<file path="src/rtl/updown_pkg.sv">
`default_nettype none
// =============================================================================
// Module  : updown_pkg
// Purpose : Shared types, phase codes and transition classifier for the decoder.
// Revision: 1.0
// =============================================================================
package updown_pkg;

    typedef enum logic [0:0] {PRIME, TRACK} state_t;

    localparam logic [1:0] PH_00 = 2'b00;
    localparam logic [1:0] PH_01 = 2'b01;
    localparam logic [1:0] PH_11 = 2'b11;
    localparam logic [1:0] PH_10 = 2'b10;

    typedef enum logic [1:0] {T_NONE, T_UP, T_DOWN, T_ILLEGAL} trans_t;

    // Phase code one step further in the "up" rotation 00->01->11->10->00.
    function automatic logic [1:0] next_up(input logic [1:0] ph);
        logic [1:0] res;
        case (ph)
            PH_00:   res = PH_01;
            PH_01:   res = PH_11;
            PH_11:   res = PH_10;
            default: res = PH_00;
        endcase
        return res;
    endfunction

    function automatic trans_t classify(input logic [1:0] prev, input logic [1:0] cur);
        trans_t res;
        if (cur == prev)
            res = T_NONE;
        else if (cur == next_up(prev))
            res = T_UP;
        else if (prev == next_up(cur))
            res = T_DOWN;
        else
            res = T_ILLEGAL;
        return res;
    endfunction

endpackage
`default_nettype wire

</file>
<file path="src/rtl/updown_sync.sv">
`default_nettype none
// =============================================================================
// Module  : updown_sync
// Purpose : Single-bit multi-stage synchroniser, async active-low reset to 0.
// Revision: 1.0
// =============================================================================
module updown_sync
    import updown_pkg::*;
#(
    parameter int SYNC_STAGES = 2
) (
    input  logic clk,
    input  logic rst,
    input  logic d,
    output logic q
);

    logic [SYNC_STAGES-1:0] chain;

    always_ff @(posedge clk or negedge rst) begin
        if (!rst)
            chain <= '0;
        else
            chain <= {chain[SYNC_STAGES-2:0], d};
    end

    assign q = chain[SYNC_STAGES-1];

endmodule
`default_nettype wire

</file>
<file path="src/rtl/updown_quad_decoder.sv">
`default_nettype none
// =============================================================================
// Module  : updown_quad_decoder
// Purpose : Quadrature decoder with synchronised phases and wrapping up/down count.
// Revision: 1.0
// =============================================================================
module updown_quad_decoder
    import updown_pkg::*;
#(
    parameter int WIDTH       = 4,
    parameter int SYNC_STAGES = 2
) (
    input  logic             clk,
    input  logic             rst,
    input  logic             qa,
    input  logic             qb,
    input  logic             clr,
    output logic             step,
    output logic             dir,
    output logic [WIDTH-1:0] count,
    output logic             err
);

    localparam int PCW = $clog2(SYNC_STAGES + 1);

    logic             a;
    logic             b;
    logic [1:0]       cur;
    state_t           state;
    state_t           state_nx;
    logic [PCW-1:0]   prime_cnt;
    logic [PCW-1:0]   prime_cnt_nx;
    logic [1:0]       prev;
    logic [1:0]       prev_nx;
    trans_t           trans;
    logic             step_nx;
    logic             err_nx;
    logic             dir_nx;
    logic [WIDTH-1:0] count_nx;

    updown_sync #(.SYNC_STAGES(SYNC_STAGES)) u_sync_a (
        .clk (clk),
        .rst (rst),
        .d   (qa),
        .q   (a)
    );

    updown_sync #(.SYNC_STAGES(SYNC_STAGES)) u_sync_b (
        .clk (clk),
        .rst (rst),
        .d   (qb),
        .q   (b)
    );

    assign cur = {a, b};

    always_comb begin
        state_nx     = state;
        prime_cnt_nx = prime_cnt;
        prev_nx      = prev;
        trans        = T_NONE;
        step_nx      = 1'b0;
        err_nx       = 1'b0;
        dir_nx       = dir;
        count_nx     = count;

        case (state)
            PRIME: begin
                // Wait for the synchroniser to fill before trusting {a,b} as a baseline.
                if (prime_cnt == PCW'(SYNC_STAGES)) begin
                    prev_nx  = cur;
                    state_nx = TRACK;
                end else begin
                    prime_cnt_nx = prime_cnt + PCW'(1);
                end
            end
            TRACK: begin
                trans   = classify(prev, cur);
                prev_nx = cur;
                case (trans)
                    T_UP: begin
                        step_nx  = 1'b1;
                        dir_nx   = 1'b1;
                        count_nx = count + WIDTH'(1);
                    end
                    T_DOWN: begin
                        step_nx  = 1'b1;
                        dir_nx   = 1'b0;
                        count_nx = count - WIDTH'(1);
                    end
                    T_ILLEGAL: err_nx = 1'b1;
                    default: ;
                endcase
            end
            default: state_nx = PRIME;
        endcase

        if (clr)
            count_nx = '0;
    end

    always_ff @(posedge clk or negedge rst) begin
        if (!rst) begin
            state     <= PRIME;
            prime_cnt <= '0;
            prev      <= PH_00;
            step      <= 1'b0;
            err       <= 1'b0;
            dir       <= 1'b1;
            count     <= '0;
        end else begin
            state     <= state_nx;
            prime_cnt <= prime_cnt_nx;
            prev      <= prev_nx;
            step      <= step_nx;
            err       <= err_nx;
            dir       <= dir_nx;
            count     <= count_nx;
        end
    end

endmodule
`default_nettype wire

</file>
<file path="config.mk">
export PLATFORM = sky130hd
export DESIGN_NAME = updown_quad_decoder
export DESIGN_NICKNAME = d
export VERILOG_FILES = /design/src/rtl/updown_pkg.sv /design/src/rtl/updown_sync.sv /design/src/rtl/updown_quad_decoder.sv
export SDC_FILE = /design/constraint.sdc
export NUM_CORES = 1
export LEC_CHECK = 0
export CORE_MARGIN = 2
export CORE_UTILIZATION = 55
export CTS_BUF_LIST = sky130_fd_sc_hd__clkbuf_2 sky130_fd_sc_hd__clkbuf_4 sky130_fd_sc_hd__clkbuf_8
export DETAILED_ROUTE_END_ITERATION = 7
export GPL_ROUTABILITY_DRIVEN = 0
export PLACE_DENSITY = 0.8
export SKIP_LAST_GASP = 1
export SLEW_MARGIN = 20
export SYNTH_ARGS = -nofsm -noshare
export SYNTH_HDL_FRONTEND = slang
export SYNTH_SLANG_ARGS = --single-unit
</file>
<file path="constraint.sdc">
create_clock -name clk -period 5.5 [get_ports clk]
set_clock_uncertainty 0.05 [all_clocks]
set_input_delay 1.1 -clock clk [delete_from_list [all_inputs] [get_ports clk]]
set_output_delay 1.1 -clock clk [all_outputs]
set_load 0.01 [all_outputs]
</file>
=== Word level (Yosys, flattened, before mapping) ===
Cells that the tools add are included.

* Flip-flop bits (word level): 16
* Input port bits: 5
* Output and inout bits: 7
* Logic and storage cells: 58

* $add $sub $neg: 3
* Equal/unequal tests: 12
* Multiplexer cells: 23
* Bitwise logic cells: 2
* Reduce and logical (&&, ||, !) cells: 9

{| class="wikitable"
|+ Operators with widths
! operator !! count
|-
| $mux W2 || 9
|-
| $pmux W2 S3 || 2
|-
| $eq A2 B2 Y1 const B || 5
|-
| $mux W4 || 2
|-
| $pmux W4 S2 || 1
|-
| $mux W1 || 7
|-
| $eq A2 B1 Y1 const B || 3
|-
| $eq A2 B2 Y1 || 3
|-
| $reduce_and A2 Y1 || 3
|-
| $add A4 B1 Y4 const B || 1
|-
| $logic_not A2 Y1 || 2
|-
| $pmux W2 S2 || 1
|-
| $reduce_bool A2 Y1 || 2
|-
| $sub A4 B1 Y4 const B || 1
|-
| $reduce_bool A3 Y1 || 1
|-
| $add A2 B1 Y2 const B || 1
|-
| $ne A2 B2 Y1 const B || 1
|-
| $not A1 Y1 || 2
|-
| $pmux W1 S2 || 1
|-
| $reduce_or A2 Y1 || 1
|}

=== Depth between registers and ports, before layout ===
Gate-level depths: netlist of run 1.

* Word-level depth: 17
* Gate-level depth with buffers: 11

=== Cells and area by module ===
Synthesis of run 1 repeated with hierarchy kept, for this count alone.

* Cells, all modules: 66
* Area total of the unflattened synthesis: 752.0 um^2

{| class="wikitable"
|+ Modules (own cells, without submodules)
! module !! instances !! cells each !! area each (um^2)
|-
| updown_quad_decoder || 1 || 62 || 651.9
|-
| updown_sync || 2 || 2 || 50.0
|}

=== Worst setup path after synthesis of run 1 ===
OpenSTA, ideal clock, no wires.

* Path kind: flip-flop to flip-flop
* Start: register prev[0]
* End: register count[3]
* Library setup time: 0.128 ns
* Data arrival time: 2.370 ns
* Data required time: 5.322 ns
* Slack: 2.953 ns
* Cell stages (with the launch flop): 10
* Clock period less this slack: 2.547 ns
* Cells stage by stage: dfrtp_1 -> mux2i_1 -> o21ai_0 -> inv_1 -> ha_1 -> ha_1 -> a31o_1 -> a31oi_1 -> mux2i_1 -> mux2_1

* Word-level cells in the longest chain between the ends: 12
* Elaborated cells between the ends (all ways): 20

{| class="wikitable"
|+ Ends and longest elaborated chain
! element !! line !! text
|-
| start, declared || updown_quad_decoder.sv:33 || <nowiki>logic [1:0] prev;</nowiki>
|-
| start signal, assigned || updown_quad_decoder.sv:114 || <nowiki>prev <= prev_nx;</nowiki>
|-
| $eq A2 B2 Y1 (tied with other cells) || updown_pkg.sv:21 || <nowiki>case (ph)</nowiki>
|-
| $pmux W2 S3 || updown_pkg.sv:21 ||
|-
| $mux W2 || updown_pkg.sv:32 || <nowiki>if (cur == prev)</nowiki>
|-
| $mux W2 || updown_quad_decoder.sv:67 || <nowiki>case (state)</nowiki>
|-
| $eq A2 B2 Y1 || updown_pkg.sv:34 || <nowiki>else if (cur == next_up(prev))</nowiki>
|-
| $mux W2 || updown_pkg.sv:34 ||
|-
| $mux W2 (*) || updown_pkg.sv:32 ||
|-
| $mux W2 (*) || updown_quad_decoder.sv:67 ||
|-
| $eq A2 B2 Y1 / $eq A2 B1 Y1 (equally long branches) || updown_quad_decoder.sv:80 || <nowiki>case (trans)</nowiki>
|-
| $pmux W4 S2 || updown_quad_decoder.sv:80 ||
|-
| $mux W4 || updown_quad_decoder.sv:67 ||
|-
| $mux W4 || updown_quad_decoder.sv:98 || <nowiki>if (clr)</nowiki>
|-
| end signal, assigned || updown_quad_decoder.sv:118 || <nowiki>count <= count_nx;</nowiki>
|-
| end, declared || updown_quad_decoder.sv:20 || <nowiki>output logic [WIDTH-1:0] count,</nowiki>
|}

Mark *: on every way between the ends. The rest lies on a longest branch, timed or not. The select of a mux whose other input is x is not followed.
A chain may end at the register's enable or synchronous reset.

=== Worst setup path after layout of run 1 ===
Same ends and word-level chain as after synthesis.

==> flow_metrics.py, run 1 <==
metrics = {
    "status": {
        "status": "finished, final reports clean",
    },
    "detailed_routing": {
        "drc_errors": 0,
        "via_count": 488,
        "first_pass_iters": 2,
        "post_drt_wl_per_cell_um": 11.2,
        "wl_um": 1080,
        "vias_per_cell": 5.08,
        "drt_iter0_drc": 5,
        "ant_nets": 0,
    },
    "yosys": {
        "async_reset_ff_share_pct": 100,
        "yosysUniqueCellTypes": 19,
        "synth_area_per_cell_um2": 11.4,
        "yosysTopAreaCell": "dfrtp_1",
        "yosysWarnings": 0,
        "synth_top_area_share_pct": 49.9,
        "ys_top_cells_by_count": "dfrtp_1 (15), ha_1 (7), nor2_1 (7)",
        "synth_area_um2": 752,
        "yosys_register_bits": 16,
        "syn_inst": 66,
        "ys.flop_type": "dfrtp_1",
        "synth-edff-count": 0,
        "syn_nets": 78,
        "synth_area_leaders": "dfrtp_1 (50%), ha_1 (12%), mux2i_1 (5.3%)",
        "yosysSeqAreaShare_pct": 53.4,
        "yosysMostFrequentCell": "dfrtp_1",
    },
    "timing": {
        "finalCritPeriodShare_pct": 50.1,
        "finalSetupViolations": 0,
        "hold_viol": 0,
        "tightest_slew_ns": 0.709,
        "drv_slew": 0,
        "rsz0062_at_grt": "false",
        "fin_setup_tns_ns": 0,
        "fmax_mhz": 363,
        "setup_ws_ns": 2.74,
        "maxSlewHeadroom_pct": 52.6,
        "post-route-min-period_ns": 2.76,
        "whs_ns": 0.308,
    },
    "worst_setup_path": {
        "start_kind": "register",
        "endpoint": "count[3]",
        "cp_top_family": "compound AO/OA/AOI/OAI gates",
        "crit_slowest_cell": "dfrtp_1",
        "rrSetupSlack_ns": 2.74,
        "path_depth": 9,
        "worstPathArrival_ns": 2.87,
        "worstSetupPathType": "register to register",
        "r2r-end": "count[3]",
        "crit_fanout": 7,
        "crit_buf_inv": 1,
        "crit_chain": "mux2i_1 -> o21ai_0 -> inv_1 -> ha_1 -> ha_1 -> a31o_1 -> a31oi_1 -> mux2i_1 -> mux2_1",
        "endpoint_kind": "register",
        "crit_required_ns": 5.62,
        "reg2reg_from": "prev[0]",
        "cp_slowest_stage_delay_ns": 0.45,
        "rr_worst_depth": 9,
        "cp-startpoint": "prev[0]",
    },
    "pwr": {
        "p_per_area_nw_per_um2": 323,
        "p_leak_nw": 0.435,
        "ir_drop_v": 0.000228,
        "total_power_uw": 296,
    },
    "finish": {
        "multi_input_area_um2": 335,
        "drive_gt1_share_pct": 8.64,
        "antenna_cells": 0,
        "num-fill-cells": 92,
        "instances_no_fill": 96,
        "nets": 94,
        "final_area_um2": 917,
        "area_growth_pct": 22.0,
        "seqCellArea_um2": 402,
        "final_util_pct": 71.4,
    },
    "floorplanning": {
        "core_um2": 1280,
        "die_w_um": 41.0,
        "fp.dieArea_um2": 1680,
        "rows": 13,
        "die_h_um": 41.0,
        "initial_core_util_pct": 58.5,
        "ios": 12,
    },
    "clocking": {
        "cts_hold_buf": 0,
        "cts_buffer_depth": 2,
        "cts_made_buffers": 3,
        "htree_levels": 1,
        "clock_latency_ns": 0.28,
        "root_buffer": "clkbuf_4",
        "cts_tree": "yes",
        "clock-sinks": 16,
        "postCtsSetupBuffers": 0,
        "clk_pin_slew_worst_paths_ns": 0.09,
        "cts_resized": 0,
    },
    "place": {
        "dp_hpwl_um": 805,
        "pre_cts_ws_ns": 2.74,
        "dp_cells": 92,
        "dpl_cell_area_um2": 881,
        "place.port_buffers": 11,
    },
    "hold_path": {
        "hold_start": "u_sync_a.chain[0]",
        "min_path_type": "register to register",
    },
    "global_route": {
        "grt_pass1_vias": 424,
        "antenna_found_initial": 0,
        "track_usage_pct": 16.8,
        "grt_max_degree": 17,
        "overflow": 0,
        "grt_pass1_wl_um": 1820,
    },
    "job": {
        "cap_violations": 0,
    },
}
==> how the worst min path moves through the flow <==
stage                             end  slack (ns)  depth (start not counted)
floorplan           u_sync_a.chain[1]        0.28                          0
global placement    u_sync_b.chain[1]        0.28                          0
detailed placement  u_sync_a.chain[1]        0.29                          0
CTS                 u_sync_a.chain[1]        0.31                          0
global route        u_sync_b.chain[1]        0.31                          0
finish              u_sync_a.chain[1]        0.31                          0
==> registers in the layout (all words and copies together), names as in the netlist <==
name	cells
count	4
prev	2
prime_cnt	2
u_sync_a.chain	2
u_sync_b.chain	2
dir	1
err	1
state	1
step	1
==> cell type report <==
| type | instances | share of cell area [%] |
|---|---|---|
| flip-flops and latches | 16 | 43.8 |
| multi-input cells | 46 | 36.6 |
| repair buffers | 11 | 12.0 |
| clock buffers | 4 | 3.96 |
| well taps | 15 | 2.05 |
| inverters | 4 | 1.64 |
==> cells in the final DEF (no fill, tap or decap), drive strengths merged <==
cell	n
inv	4
xor2	2
a21o	1
ha	7
dfstp	1
o21ai	6
nand2	5
and2	1
nor2	7
mux2i	4
a31oi	1
clkbuf	4
dfrtp	15
a31o	1
a21oi	3
xnor2	2
clkdlybuf4s50	11
nor2b	2
nand3b	1
mux2	3
==> where the power goes <==
group	internal [mW]	switching, mW
Sequential	0.132	0.0103
Combinational	0.0434	0.0344
Clock	0.0402	0.0358
Total	0.216	0.0805
==> logic make-up (layout without fill, tap and decap cells) <==
| group | count (synthesis) | count (layout) | share of synthesized area (%) |
|---|---|---|---|
| flip-flops | 16 | 16 | 53.4 |
| AND/OR/NAND/NOR | 16 | 16 | 9.49 |
| AO/OA/AOI/OAI | 12 | 12 | 8.99 |
| adder cells (fa/ha/maj) | 7 | 7 | 11.6 |
| multiplexers | 7 | 7 | 9.82 |
| XOR/XNOR | 4 | 4 | 4.66 |
| buffers and inverters | 4 | 19 | 2.00 |
==> layer usage <==
layer	vias to the layer above	GRT usage, %	share of wire [%]
li1	251	-	-
met1	226	23.9	52
met2	9	24.6	44
met3	2	4.89	3.0
met4	0	5.00	0.65
met5	-	0	0
==> worst reg2reg max path, cell delays in order (launching register included) <==
cell and delay (ns):
dfrtp_1 0.45, mux2i_1 0.14, o21ai_0 0.32, inv_1 0.11, ha_1 0.27, ha_1 0.34, a31o_1 0.22, a31oi_1 0.19
mux2i_1 0.22, mux2_1 0.33
Power figures use the tool's default switching activity.
==> run 2: changes to the inputs <==
--- a/config.mk
+++ b/config.mk
@@ -6,11 +6,11 @@
 export NUM_CORES = 1
 export LEC_CHECK = 0
 export CORE_MARGIN = 2
-export CORE_UTILIZATION = 55
+export CORE_UTILIZATION = 48
 export CTS_BUF_LIST = sky130_fd_sc_hd__clkbuf_2 sky130_fd_sc_hd__clkbuf_4 sky130_fd_sc_hd__clkbuf_8
 export DETAILED_ROUTE_END_ITERATION = 7
 export GPL_ROUTABILITY_DRIVEN = 0
-export PLACE_DENSITY = 0.8
+export PLACE_DENSITY = 0.74
 export SKIP_LAST_GASP = 1
 export SLEW_MARGIN = 20
 export SYNTH_ARGS = -nofsm -noshare
==> constraint.sdc (replaced) <==
create_clock -name clk -period 2.2 [get_ports clk]
set_clock_uncertainty 0.05 [all_clocks]
set_input_delay 0.44 -clock clk [delete_from_list [all_inputs] [get_ports clk]]
set_output_delay 0.44 -clock clk [all_outputs]
set_load 0.01 [all_outputs]
==> run 2 against run 1 <==
The run now ends with negative setup slack left. Sequential cell count unchanged. First-iteration DRC count increased to 3.8 times the previous value. Register-to-register slack got worse by 2.9 ns. Final cell count increased by 11%. Total power increased to 2.6 times the previous value. Design area increased by 13%. Maximum frequency increased by 17%. Largest cell class unchanged. Highest routed layer unchanged.
==> flow_metrics.py, run 2 (synthesis gave the netlist of run 1 again) <==
metrics = {
    "status": {
        "status": "finished, violations left",
        "violations": "negative setup slack",
    },
    "place": {
        "dp_hpwl_um": 916,
        "place.port_buffers": 11,
    },
    "floorplanning": {
        "fp.dieArea_um2": 1900,
        "die_h_um": 43.6,
        "die_w_um": 43.6,
        "core_um2": 1490,
        "ios": 12,
        "rows": 14,
        "initial_core_util_pct": 50.5,
    },
    "worst_setup_path": {
        "rr_worst_depth": 9,
        "crit_required_ns": 2.32,
        "worstPathArrival_ns": 2.47,
        "crit_fanout": 6,
        "crit_buf_inv": 1,
        "endpoint_kind": "register",
        "crit_chain": "buf_4 -> o21ai_2 -> a21oi_2 -> ha_4 -> ha_4 -> a31o_1 -> a31oi_1 -> mux2i_1 -> mux2_1",
        "crit_path_frequent_cell": "ha_4",
        "start_kind": "register",
        "reg2reg_from": "prev[0]",
        "rrSetupSlack_ns": -0.15,
        "crit_slowest_cell": "dfrtp_2",
        "cp_slowest_stage_delay_ns": 0.46,
        "cp_top_family": "compound AO/OA/AOI/OAI gates",
        "r2r-end": "count[3]",
        "worstSetupPathType": "register to register",
    },
    "global_route": {
        "grt_pass1_wl_um": 2070,
        "track_usage_pct": 15.3,
        "grt_max_degree": 17,
        "grt_pass1_vias": 486,
        "overflow": 0,
        "antenna_found_initial": 0,
    },
    "timing": {
        "fmax_mhz": 425,
        "post-route-min-period_ns": 2.35,
        "maxSlewHeadroom_pct": 77.6,
        "setup_ws_ns": -0.153,
        "finalCritPeriodShare_pct": 107,
        "whs_ns": 0.309,
        "rsz0062_at_grt": "true",
        "drv_slew": 0,
        "fin_setup_tns_ns": -0.153,
        "tightest_slew_ns": 0.334,
        "finalSetupViolations": 1,
        "hold_viol": 0,
    },
    "clocking": {
        "root_buffer": "clkbuf_4",
        "clk_pin_slew_worst_paths_ns": 0.09,
        "cts_tree": "yes",
        "cts_made_buffers": 3,
        "htree_levels": 1,
        "clock-sinks": 16,
        "cts_buffer_depth": 2,
        "clock_latency_ns": 0.28,
    },
    "pwr": {
        "ir_drop_v": 0.000582,
        "p_leak_nw": 0.481,
        "total_power_uw": 775,
        "p_per_area_nw_per_um2": 750,
    },
    "detailed_routing": {
        "first_pass_iters": 4,
        "drc_errors": 0,
        "post_drt_wl_per_cell_um": 11.1,
        "via_count": 530,
        "vias_per_cell": 4.95,
        "wl_um": 1190,
        "drt_iter0_drc": 19,
        "ant_nets": 0,
    },
    "finish": {
        "mostFrequentLayoutCells": "dfrtp_1 (13), clkdlybuf4s50_1 (11), buf_4 (10), nor2_1 (6)",
        "nets": 104,
        "num-fill-cells": 111,
        "final_util_pct": 69.4,
        "largest_reg_flops": 4,
        "area_growth_pct": 37.4,
        "multi_input_area_um2": 379,
        "regMostFlops": "count",
        "seqCellArea_um2": 404,
        "antenna_cells": 0,
        "final_common_cell": "dfrtp_1",
        "drive_gt1_share_pct": 28.6,
    },
    "hold_path": {
        "min_to": "u_sync_a.chain[1]",
        "hold_depth": 0,
        "hold_start": "u_sync_a.chain[0]",
        "min_path_type": "register to register",
    },
    "job": {
        "cap_violations": 0,
    },
}
[run 2: cell count changes in the layout (fill, tap and decap cells not counted), sizes merged]
cell / change
buf: +10
[run 2: cell type report]
type                    instances  area share (%)
multi-input cells              46            36.7
flip-flops and latches         16            39.1
repair buffers                 21            17.9
well taps                      16            1.94
inverters                       4            1.45
clock buffers                   4            2.91
[run 2: worst max-delay path by stage]
stage,to,cells past startpoint,from,slack (ns)
2_1_floorplan,count[3],10,prev[0],-0.10
3_3_place_gp,count[3],10,prev[0],-0.14
3_5_place_dp,count[3],10,prev[0],-0.19
4_1_cts,count[3],10,prev[0],-0.16
5_1_grt,count[3],10,prev[0],-0.29
6_report,count[3],9,prev[0],-0.15
[run 2: what timing repair did]
item	4_1_cts	5_1_grt
setup endpoints to repair	2	2
hold buffers	0	0
pin swaps	0	1
resized for setup	3	5
buffers inserted	0	1
[run 2: metal layers]
metal	share of wire (%)	vias up	GRT usage [%]
met5	0	-	0
met4	1.2	0	9.09
met3	3.4	2	4.17
met2	45	10	21.8
met1	50	247	20.7
li1	-	271	-
[run 2: power breakdown]
| part | switching, mW | internal [mW] | total, mW | leakage [nW] |
|---|---|---|---|---|
| clock | 0.0885 | 0.0827 | 0.171 | 0.0184 |
| combinational | 0.0970 | 0.147 | 0.244 | 0.276 |
| sequential | 0.0299 | 0.330 | 0.360 | 0.187 |
| total | 0.215 | 0.560 | 0.775 | 0.481 |
[run 2: metrics by stage]
stage	cells	setup slack [ns]	area, µm²
after floorplan	66	-0.102	781
after global placement	102	-0.143	978
after detailed placement	102	-0.188	978
after CTS	106	-0.164	1010
after global routing	107	-0.295	1030
final	107	-0.153	1030
